File: config.mk
export PLATFORM = sky130hd
export DESIGN_NAME = trivium_stream
export DESIGN_NICKNAME = d
export VERILOG_FILES = /design/src/rtl/trivium_stream.sv
export SDC_FILE = /design/constraint.sdc
export NUM_CORES = 1
export LEC_CHECK = 0
export BUFFER_PORTS_ARGS = -buffer_cell sky130_fd_sc_hd__buf_2
export CAP_MARGIN = 30
export CORE_UTILIZATION = 35
export CTS_CLUSTER_DIAMETER = 30
export DETAILED_ROUTE_END_ITERATION = 8
export HOLD_SLACK_MARGIN = 0.02
export PLACE_DENSITY_LB_ADDON = 0.2
export SYNTH_ARGS = -nofsm -noshare
export SYNTH_HDL_FRONTEND = slang
export SYNTH_SLANG_ARGS = --single-unit
File: constraint.sdc
create_clock -name clk -period 2.2 [get_ports clk]
set_input_delay 0.22 -clock clk [delete_from_list [all_inputs] [get_ports clk]]
set_output_delay 0.22 -clock clk [all_outputs]
set_load 0.01 [all_outputs]
File: src/rtl/trivium_stream.sv
// trivium_stream: Trivium keystream generator, W bits per cycle, valid/ready output with partial last word and abort.
module trivium_stream #(
  parameter int W = 64,
  parameter int LEN_W = 16
) (
  input  logic               clk,
  input  logic               reset,
  input  logic               start,
  input  logic [79:0]        key,
  input  logic [79:0]        iv,
  input  logic [LEN_W-1:0]   len,
  input  logic               abort,
  output logic               busy,
  output logic [W-1:0]       ks_data,
  output logic [$clog2(W):0] ks_nbits,
  output logic               ks_valid,
  input  logic               ks_ready,
  output logic               ks_last,
  output logic               done
);
  localparam int IC = 1152 / W;
  localparam int CW = $clog2(IC);
  localparam int NB = $clog2(W) + 1;
  typedef enum logic [1:0] {IDLE, INIT, RUN} state_t;
  state_t           state_q, state_d;
  logic [287:0]     s_q, s_d, s_nxt, s_ld;
  logic [LEN_W-1:0] rem_q, rem_d;
  logic [CW-1:0]    cnt_q, cnt_d;
  logic             done_q, done_d;
  logic [W-1:0]     z;
  logic [NB-1:0]    nbits;
  logic             run, last, t1, t2, t3;
  // Trivium bit k (1..288) lives at vector index 288-k.
  function automatic logic sb(input logic [287:0] v, input int k);
    return v[288-k];
  endfunction
  always_comb begin
    s_nxt = s_q;
    z = '0;
    t1 = 1'b0;
    t2 = 1'b0;
    t3 = 1'b0;
    for (int r = 0; r < W; r++) begin
      t1 = sb(s_nxt, 66) ^ sb(s_nxt, 93);
      t2 = sb(s_nxt, 162) ^ sb(s_nxt, 177);
      t3 = sb(s_nxt, 243) ^ sb(s_nxt, 288);
      z[W-1-r] = t1 ^ t2 ^ t3;
      t1 = t1 ^ (sb(s_nxt, 91) & sb(s_nxt, 92)) ^ sb(s_nxt, 171);
      t2 = t2 ^ (sb(s_nxt, 175) & sb(s_nxt, 176)) ^ sb(s_nxt, 264);
      t3 = t3 ^ (sb(s_nxt, 286) & sb(s_nxt, 287)) ^ sb(s_nxt, 69);
      s_nxt = {t3, s_nxt[287:196], t1, s_nxt[194:112], t2, s_nxt[110:1]};
    end
  end
  always_comb begin
    s_ld = '0;
    s_ld[287:208] = key;
    s_ld[194:115] = iv;
    s_ld[2:0] = 3'b111;
  end
  assign run      = state_q == RUN;
  assign nbits    = rem_q >= LEN_W'(W) ? NB'(W) : NB'(rem_q);
  assign last     = rem_q <= LEN_W'(W);
  assign busy     = state_q != IDLE;
  assign ks_valid = run;
  assign ks_last  = run && last;
  assign ks_nbits = run ? nbits : '0;
  assign ks_data  = run ? z & ~({W{1'b1}} >> nbits) : '0;
  assign done     = done_q;
  always_comb begin
    state_d = state_q;
    s_d = s_q;
    rem_d = rem_q;
    cnt_d = cnt_q;
    done_d = 1'b0;
    if (abort) state_d = IDLE;
    else case (state_q)
      IDLE: if (start) begin
        if (len != '0) begin
          s_d = s_ld;
          rem_d = len;
          cnt_d = '0;
          state_d = INIT;
        end else done_d = 1'b1;
      end
      INIT: begin
        s_d = s_nxt;
        cnt_d = cnt_q + CW'(1);
        state_d = cnt_q == CW'(IC - 1) ? RUN : INIT;
      end
      RUN: if (ks_ready) begin
        s_d = s_nxt;
        rem_d = rem_q - LEN_W'(nbits);
        state_d = last ? IDLE : RUN;
        done_d = last;
      end
      default: state_d = IDLE;
    endcase
  end
  always_ff @(posedge clk) begin
    if (!reset) begin
      state_q <= IDLE;
      s_q <= '0;
      rem_q <= '0;
      cnt_q <= '0;
      done_q <= 1'b0;
    end else begin
      state_q <= state_d;
      s_q <= s_d;
      rem_q <= rem_d;
      cnt_q <= cnt_d;
      done_q <= done_d;
    end
  end
endmodule

**After elaboration in Yosys (flattened, before gate mapping)**

Index checks and enable logic that the tools add are counted.

- Bitwise gates (word level): 900
- $lt $le $gt $ge: 2
- Reduce and logical (&&, ||, !) cells: 12
- Add/subtract/negate cells: 2
- Shifts and indexed selects: 1
- Equal/unequal tests: 6
- Muxes and demuxes: 24
- Divide/modulo/power cells: 0
- Multiply operators: 0

Operators with widths:

| kind | count |
|---|---|
| $mux 288 | 3 |
| $pmux 288 s3 | 1 |
| $xor 1x1->1 | 704 |
| $and 1x1->1 | 192 |
| $and 64x64->64 | 1 |
| $mux 64 | 1 |
| $not 64->64 | 1 |
| $shr 64x7->64 const A | 1 |
| $mux 16 | 3 |
| $pmux 16 s2 | 1 |
| $ge 16x7->1 const B | 1 |
| $le 16x7->1 const B | 1 |
| $reduce_bool 16->1 | 1 |
| $sub 16x7->16 | 1 |
| $mux 7 | 2 |
| $mux 2 | 5 |
| $mux 5 | 2 |
| $pmux 5 s2 | 1 |
| $reduce_and 5->1 | 2 |
| $ne 2x2->1 const B | 3 |
| $pmux 2 s3 | 1 |
| $reduce_bool 2->1 | 3 |
| $add 5x1->5 const B | 1 |
| $eq 5x5->1 const B | 1 |
| 11 further kinds | 14 |

- Memory bits (read-only): 0
- Bits of input ports: 181
- Output and inout port bits: 75
- Word-level logic and storage cells: 952
- RAM bits: 0
- Bits in registers: 312
- Memories kept: 0
- Latch bits: 0

**Depth between registers and ports, before layout**

Gate-level depths: netlist of the first run.

- Depth in word-level cells: 6
- Mapped depth: 11
- Depth with buffers taken out: 9

**Worst setup path after synthesis of the first run**

Ideal clock, no wire load.

- Kind: flip-flop to flip-flop
- Start: register state_q[0]
- End: register cnt_q[3]
- Arrival: 1.962 ns
- Setup slack: 0.146 ns
- Cell stages (with the launch flop): 9
- Period minus slack after synthesis: 2.054 ns
- Cells stage by stage: dfxtp_1 -> inv_1 -> ha_1 -> buf_2 -> nor2b_1 -> and2_1 -> and4_1 -> or4_1 -> o32ai_1

- Word-level cells in the longest chain between the ends: 3
- Elaborated cells between the ends (all ways): 7
- Those cells by class: eq/ne: 3; mux: 1; reduce/logical: 3

Ends and longest elaborated chain:

| item | RTL line | RTL |
|---|---|---|
| start: declaration | 25 | `state_t state_q, state_d;` |
| start signal: assignment | 107 | `state_q <= state_d;` |
| $eq 2x1->1 / $logic_not 2->1 (equally long branches) | 76 | `else case (state_q)` |
| $reduce_bool 2->1 (no source line) / $ne 2x2->1 (equally long branches) | - |  |
| $reduce_and 4->1 (no source line) | - |  |
| end signal: assignment | 110 | `cnt_q <= cnt_d;` |
| end: declaration | 28 | `logic [CW-1:0] cnt_q, cnt_d;` |

Parallel ways exist; a longest one is shown, timed or not.
A chain may end at the register's enable or synchronous reset.

**Worst setup path after layout of the first run**

- Start: register rem_q[9]
- End: output ks_data[6]

- Word-level cells in the longest chain between the ends: 6

Ends and longest elaborated chain:

| item | RTL line | RTL |
|---|---|---|
| start: declaration | 27 | `logic [LEN_W-1:0] rem_q, rem_d;` |
| start signal: assignment | 109 | `rem_q <= rem_d;` |
| $ge 16x7->1 | 61 | `assign nbits = rem_q >= LEN_W'(W) ? NB'(W) : NB'(rem_q);` |
| $mux 7 | 61 |  |
| $shr 64x7->64 | 67 | `assign ks_data = run ? z & ~({W{1'b1}} >> nbits) : '0;` |
| $not 64->64 | 67 |  |
| $and 64x64->64 | 67 |  |
| $mux 64 | 67 |  |
| end: declaration | 14 | `output logic [W-1:0] ks_data,` |

No other way between the ends.

==> out/metrics.yaml, run 1 <==
cells_and_area:
  drive_above_1_share_pct: 35.6
  final_cell_mix: "nand2_1 (428), buf_4 (419), xnor2_1 (399)"
  final_util_pct: 57.4
  final_common_cell: "nand2_1"
  area_delta_synth_final_pct: 61.8
  stdcell_count: 4362
  fin_nets: 3686
power_and_ir_drop:
  vdd_drop_max_uv: 591
  cellLeakagePower_nw: 13.4
  p_per_area_nw_per_um2: 794
routing:
  routed_via_density: 5.66
  drt_iter0_drc: 3291
  ant_nets: 0
  post_drt_wl_per_cell_um: 30.0
  finalWirelength_um: 131000
  dr_total_vias: 24690
  dr.pass1.iters: 6
  post-route-drc-count: 0
floorplanning:
  pin_count: 256
  die-area_sq_um: 62200
  die_w_um: 249
  coreArea_sq_um: 60400
  initial_core_util_pct: 35.5
  core.rowCount: 90
  dieHeight_um: 249
clocking:
  clock_path_buffers: 3
  clk_latency_ps: 650
  cts_tree: "yes"
  clockRootBuffer: "clkbuf_16"
  clock-sinks: 312
  cts_buffers: 96
  htreeDepth: 3
  path_clk_slew_ps: 50
critical_path:
  rr_worst_depth: 12
  critPathLaunchType: "flop"
  r2r_end: "s_q[139]$_SDFFE_PN0P_"
  cp.arrival_ps: 2400
  critPathKind: "flop to primary output"
  path_max_fanout: 6
  crit_path_end_kind: "primary output"
  r2r_slack_ps: -30
  required_ps: 1980
  r2r-start: "state_q[0]$_SDFFE_PP0P_"
logic_synthesis:
  syn_area_per_cell_sq_um: 7.73
  synthTopCellsByArea: "dfxtp_1 (29%), xnor2_1 (20%), xor2_1 (8.7%)"
  synthMuxAreaShare_pct: 1.54
  synth_cell_types: 63
  ys_seq_area_share_pct: 29.2
  ys_ff_latch: 312
  synth_simple_gate_area_share_pct: 17.0
  synth_ff_type: "dfxtp_1"
  synth_area_sq_um: 21400
  synth_top_family_by_area: "XOR/XNOR gates"
  synth_top_area_share_pct: 29.2
  synth_xor_area_share_pct: 28.5
  synth_nets: 2960
  synth_fa_ha_area_share_pct: 0.409
  synth_top_area_cell: "dfxtp_1"
  synthArstFlopShare_pct: 0
  syn-instance-count: 2772
  synth-edff-count: 0
  yosys_warnings: 0
  synth_compound_area_share_pct: 17.7
global_route:
  track_usage_pct: 40.0
  grt_pass1_wl_um: 175000
  grt_max_degree: 72
  overflow: 0
  antenna_found_initial: 6
  grt_pass1_vias: 23231
sta:
  relSlewSlack_pct: 32.2
  slew_viol_final: 0
  skew_ps: 34.1
  max_freq_mhz: 381
  fin_ws_ps: -423
  post-route-period-util_pct: 119
  worst-slew-pin-transition_ps: 1010
  grt_setup_unrepaired: "true"
  setup_tns_ps: -21150
  setup_viol: 74
  fin_hold_ws_ps: 11.0
  period_needed_ps: 2620
  hold_viol: 0
placed_design:
  pre_cts_slack_ps: -265
  dp_hpwl_um: 102000
  place.gp.congestion: 1.11
  placed_cells: 4001
  port_buffers: 255
hold_path:
  whs_path_depth: 3
  holdPathEnd: "s_q[216]$_SDFFE_PN0P_"
  hp-class: "primary input to flop"
  hold_start: "key[8]"
outcome:
  violations: "negative setup slack"
  outcome: "complete, but fails checks"
flow_run:
  drv_cap: 0
cell usage after synthesis, types with 3 or more instances:
library cell / number
inv_1: 15
ha_1: 7
nand3_1: 142
nor3_1: 25
xnor2_1: 486
o22ai_1: 5
clkbuf_1: 206
nor4_1: 16
dfxtp_1: 312
buf_1: 5
a31oi_1: 3
o211a_1: 3
o21ai_0: 35
and3_1: 16
buf_2: 69
a311oi_1: 7
a21oi_1: 222
xor2_1: 212
nor2b_1: 3
o31ai_1: 68
a211o_1: 131
a211oi_1: 53
mux2i_1: 33
nor2_1: 200
o32ai_1: 5
nand2b_1: 5
or4_1: 3
nand2_1: 435
layout make-up:
class	count	area, sq um
sequential	312	6350
tap	782	978
fill	5446	25700
inverter	16	65.1
clock inverter	36	547
multi-input combinational	2163	16100
antenna	3	7.51
timing repair buffer	909	7790
clock buffer	141	2870
where the power goes:
part | internal, W | total (W) | switching (W) | leakage, nW
sequential | 0.00592 | 0.00637 | 0.000450 | 2.57
clock | 0.0102 | 0.0145 | 0.00430 | 1.65
combinational | 0.00287 | 0.00661 | 0.00374 | 9.22
total | 0.0190 | 0.0275 | 0.00849 | 13.4
routing by layer:
layer / GRT usage (%) / up-vias / wire, um / part of all wire [%]
met4: 21.9 / 0 / 8460 / 6.5
li1: - / 10794 / - / -
met2: 60.1 / 1687 / 55400 / 42
met5: 0 / - / 0 / 0
met1: 52.8 / 11852 / 52800 / 40
met3: 9.18 / 357 / 14100 / 11
cell families after synthesis:
family,Yosys count
simple gates,863
xor+xnor,698
compound gates,561
flops,312
buf+inv,297
mux,33
fa+ha+maj,7
other cells,1
per-stage QoR:
step	power, W	instance area [sq um]
finish	0.0275	34700
global route	0.0280	34700
CTS	0.0269	33300
detailed placement	0.0116	26700
global placement	0.0116	26700
floorplan	0.00880	21400
sequential cells by signal, summed over array words and instances (netlist names):
| register | count |
|---|---|
| cnt_q | 5 |
| s_q | 288 |
| done | 1 |
| state_q | 2 |
| rem_q | 16 |
timing repair:
| action | in CTS | in global routing |
|---|---|---|
| endpoints found under the setup margin | 74 | 277 |
| pin swaps | 44 | 37 |
| hold endpoints to repair | 120 | 0 |
| cloned | 8 | 15 |
| buffers inserted | 26 | 29 |
| resized for setup | 314 | 166 |
| hold buffers | 120 | 0 |
worst max-delay path, cell delays in order, from the launching register on:
cell and delay, ps:
dfxtp_4 350, or4_4 540, nor3_4 210, buf_12 150
buf_8 130, o21ai_1 80, and3_1 190, buf_2 130
worst max path at each step:
stage / to / slack, ps / start / depth (start not counted)
after floorplan: cnt_q[3]$_SDFFE_PN0P_ / 150 / state_q[0]$_SDFFE_PP0P_ / 8
after global placement: ks_data[1] / -270 / s_q[62]$_SDFFE_PN0P_ / 6
after detailed placement: ks_data[1] / -260 / s_q[62]$_SDFFE_PN0P_ / 6
after CTS: ks_nbits[2] / -410 / rem_q[9]$_SDFFE_PN0P_ / 7
after global routing: ks_data[6] / -470 / rem_q[9]$_SDFFE_PN0P_ / 7
final: ks_data[6] / -420 / rem_q[9]$_SDFFE_PN0P_ / 7
(Power assumes the default switching activity.)
==> inputs of run 2 (changes only) <==
--- a/config.mk
+++ b/config.mk
@@ -10,6 +10,7 @@
 export CORE_UTILIZATION = 35
 export CTS_CLUSTER_DIAMETER = 30
 export DETAILED_ROUTE_END_ITERATION = 8
+export GPL_TIMING_DRIVEN = 0
 export HOLD_SLACK_MARGIN = 0.02
 export PLACE_DENSITY_LB_ADDON = 0.2
 export SYNTH_ARGS = -nofsm -noshare
==> run 2 against run 1 <==
The flow still finishes with violations (negative setup slack). Global-route usage is 0.89 points higher. Routed wire length increased by 1.2%. Clock power about the same. Fmax fell by 4.7%. Count of clock-buffer cells in the layout is 11 lower. Sequential cell count stayed put. Register-to-register slack worse by 130 ps. Non-clock buffer count down 228. Die area did not move. Final area fell by 1.6%. First-iteration DRC count down 23%. Largest power group unchanged. Highest routed layer is now met5.
==> out/metrics.yaml, run 2 (synthesis gave the netlist of run 1 again) <==
sta:
  setup_viol: 360  # was 74
  hold_viol: 0  # unchanged
  worst-slew-pin-transition_ps: 1190  # was 1010 ps
  fin_ws_ps: -553  # was -423 ps
  post-route-period-util_pct: 125  # was 119%
  period_needed_ps: 2750  # was 2620 ps
  max_freq_mhz: 363  # was 381 MHz
  slew_viol_final: 0  # unchanged
  grt_setup_unrepaired: "true"  # unchanged
  setup_tns_ps: -47670  # was -21150 ps
  relSlewSlack_pct: 20.9  # was 32.2%
  skew_ps: 25.1  # was 34.1 ps
clocking:
  clockRootBuffer: "clkbuf_16"  # unchanged
  cts_tree: "yes"  # unchanged
  htreeDepth: 3  # unchanged
  path_clk_slew_ps: 40  # was 50 ps
  clk_latency_ps: 650  # about the same
  clock-sinks: 312  # unchanged
  clock_path_buffers: 3  # unchanged
  cts_buffers: 96  # unchanged
floorplanning:
  die_w_um: 249  # unchanged
  pin_count: 256  # unchanged
  coreArea_sq_um: 60400  # unchanged
  initial_core_util_pct: 35.5  # unchanged
  core.rowCount: 90  # unchanged
  dieHeight_um: 249  # unchanged
  die-area_sq_um: 62200  # unchanged
cells_and_area:
  top_regs: "s_q x288, rem_q x16, cnt_q x5"  # unchanged
  area_delta_synth_final_pct: 59.3  # was 61.8%
  design_area_sq_um: 34100  # was 34700 sq um
  final_cell_mix: "nand2_1 (431), xnor2_1 (423), buf_2 (237)"  # was nand2_1 (428), buf_4 (419), xnor2_1 (399)
  largest_reg_flops: 288  # unchanged
  fin_nets: 3458  # was 3686
  largest-register: "s_q"  # unchanged
  nFillCells: 5385  # was 5446
  final_util_pct: 56.5  # was 57.4%
  drive_above_1_share_pct: 37.1  # was 35.6%
  final_common_cell: "nand2_1"  # unchanged
critical_path:
  path_max_fanout: 8  # was 6
  rr_worst_depth: 13  # was 12
  r2r_slack_ps: -160  # was -30 ps
  cp.arrival_ps: 2530  # was 2400 ps
  critPathKind: "flop to primary output"  # unchanged
  crit_path_end_kind: "primary output"  # unchanged
  critPathLaunchType: "flop"  # unchanged
  r2r-start: "state_q[0]$_SDFFE_PP0P_"  # unchanged
  r2r_end: "s_q[194]$_SDFFE_PN0P_"  # was s_q[139]$_SDFFE_PN0P_
  required_ps: 1980  # about the same
outcome:
  violations: "negative setup slack"  # unchanged
  outcome: "complete, but fails checks"  # unchanged
placed_design:
  placed_area_sq_um: 23700  # was 26700 sq um
  port_buffers: 254  # was 255
  place.gp.congestion: 1.06  # was 1.11
  dp_hpwl_um: 103000  # was 102000 um
hold_path:
  whs_path_depth: 4  # was 3
  hp-class: "primary input to flop"  # unchanged
  hold_start: "key[43]"  # was key[8]
  holdPathEnd: "s_q[251]$_SDFFE_PN0P_"  # was s_q[216]$_SDFFE_PN0P_
routing:
  routed_via_density: 5.82  # was 5.66
  dr_total_vias: 24052  # was 24690
  post-route-drc-count: 0  # unchanged
  dr.pass1.iters: 6  # unchanged
  finalWirelength_um: 132000  # was 131000 um
  ant_nets: 0  # unchanged
  drt_iter0_drc: 2536  # was 3291
  post_drt_wl_per_cell_um: 32.0  # was 30.0 um
global_route:
  overflow: 0  # unchanged
  grt_pass1_wl_um: 178000  # was 175000 um
  antenna_found_initial: 4  # was 6
  grt_pass1_vias: 23117  # was 23231
  track_usage_pct: 40.9  # was 40.0%
  grt_max_degree: 14  # was 72
power_and_ir_drop:
  vdd_drop_max_uv: 1050  # was 591 uV
  cellLeakagePower_nw: 12.2  # was 13.4 nW
  p_per_area_nw_per_um2: 800  # was 794 nW/um^2
flow_run:
  drv_cap: 0  # unchanged
## run 2: cell count changes in the layout (fill, tap and decap cells not counted), sizes merged
cell,delta
bufbuf,-2
clkinv,+13
dlygate4sd3,+33
diode,-2
clkdlybuf4s15,+1
inv,-1
clkbuf,+81
bufinv,+4
buf,-352
clkinvlp,-5
## run 2: repair_timing
item	4_1_cts	5_1_grt
resized for setup	720	461
hold buffers	153	0
gates cloned	12	12
hold endpoints to repair	152	0
buffers inserted	71	26
setup endpoints to repair	381	378
pin swaps	108	102
## run 2: how the worst max path moves through the flow
stage	start	endpoint	slack (ps)
2_1_floorplan	state_q[0]$_SDFFE_PP0P_	cnt_q[3]$_SDFFE_PN0P_	150
3_3_place_gp	state_q[0]$_SDFFE_PP0P_	s_q[72]$_SDFFE_PN0P_	-1530
3_5_place_dp	state_q[0]$_SDFFE_PP0P_	s_q[138]$_SDFFE_PN0P_	-1030
4_1_cts	rem_q[8]$_SDFFE_PN0P_	ks_data[17]	-600
5_1_grt	rem_q[15]$_SDFFE_PN0P_	ks_data[17]	-600
6_report	rem_q[15]$_SDFFE_PN0P_	ks_data[17]	-550
## run 2: worst max-delay path: stages (launching register included)
cell      delay [ps]
dfxtp_4          340
or4_4            570
nor3_4           230
buf_12           150
nand2b_4         140
a31oi_4          210
nor3_2            80
buf_2            170
## run 2: layout make-up
cell class                 instances  area [sq um]  share of cell area, %
antenna                            1          2.50                0.00733
clock inverter                    47           678                   1.99
tap                              782           978                   2.87
inverter                          16          62.6                  0.183
buffer                           162          1470                   4.29
sequential                       312          6510                   19.1
clock buffer                     130          2750                   8.07
timing repair buffer             519          4520                   13.2
multi-input combinational       2163         17100                   50.3
## run 2: power by group
part	internal [W]	total [W]	switching (W)
clock network	0.0104	0.0146	0.00425
logic	0.00248	0.00586	0.00338
registers	0.00591	0.00680	0.000882
total	0.0188	0.0273	0.00851
## run 2: metal layers
metal,track usage (%),part of all wire [%],vias to the layer above
li1,-,-,10343
met1,52.5,40,12004
met2,61.6,43,1365
met3,9.48,9.5,336
met4,25.8,7.1,4
met5,0,0.021,-
## run 2: per-stage QoR
| step | hold WS, ps | cells | worst slack [ps] | power (W) |
|---|---|---|---|---|
| 5_1_grt | 27.4 | 4131 | -596 | 0.0278 |
| 6_report | 31.2 | 4132 | -553 | 0.0273 |
| 3_3_place_gp | 448 | 3808 | -1530 | 0.0107 |
| 4_1_cts | 21.2 | 4117 | -600 | 0.0266 |
| 2_1_floorplan | 385 | 2772 | 146 | 0.00880 |
| 3_5_place_dp | 454 | 3812 | -1030 | 0.0108 |
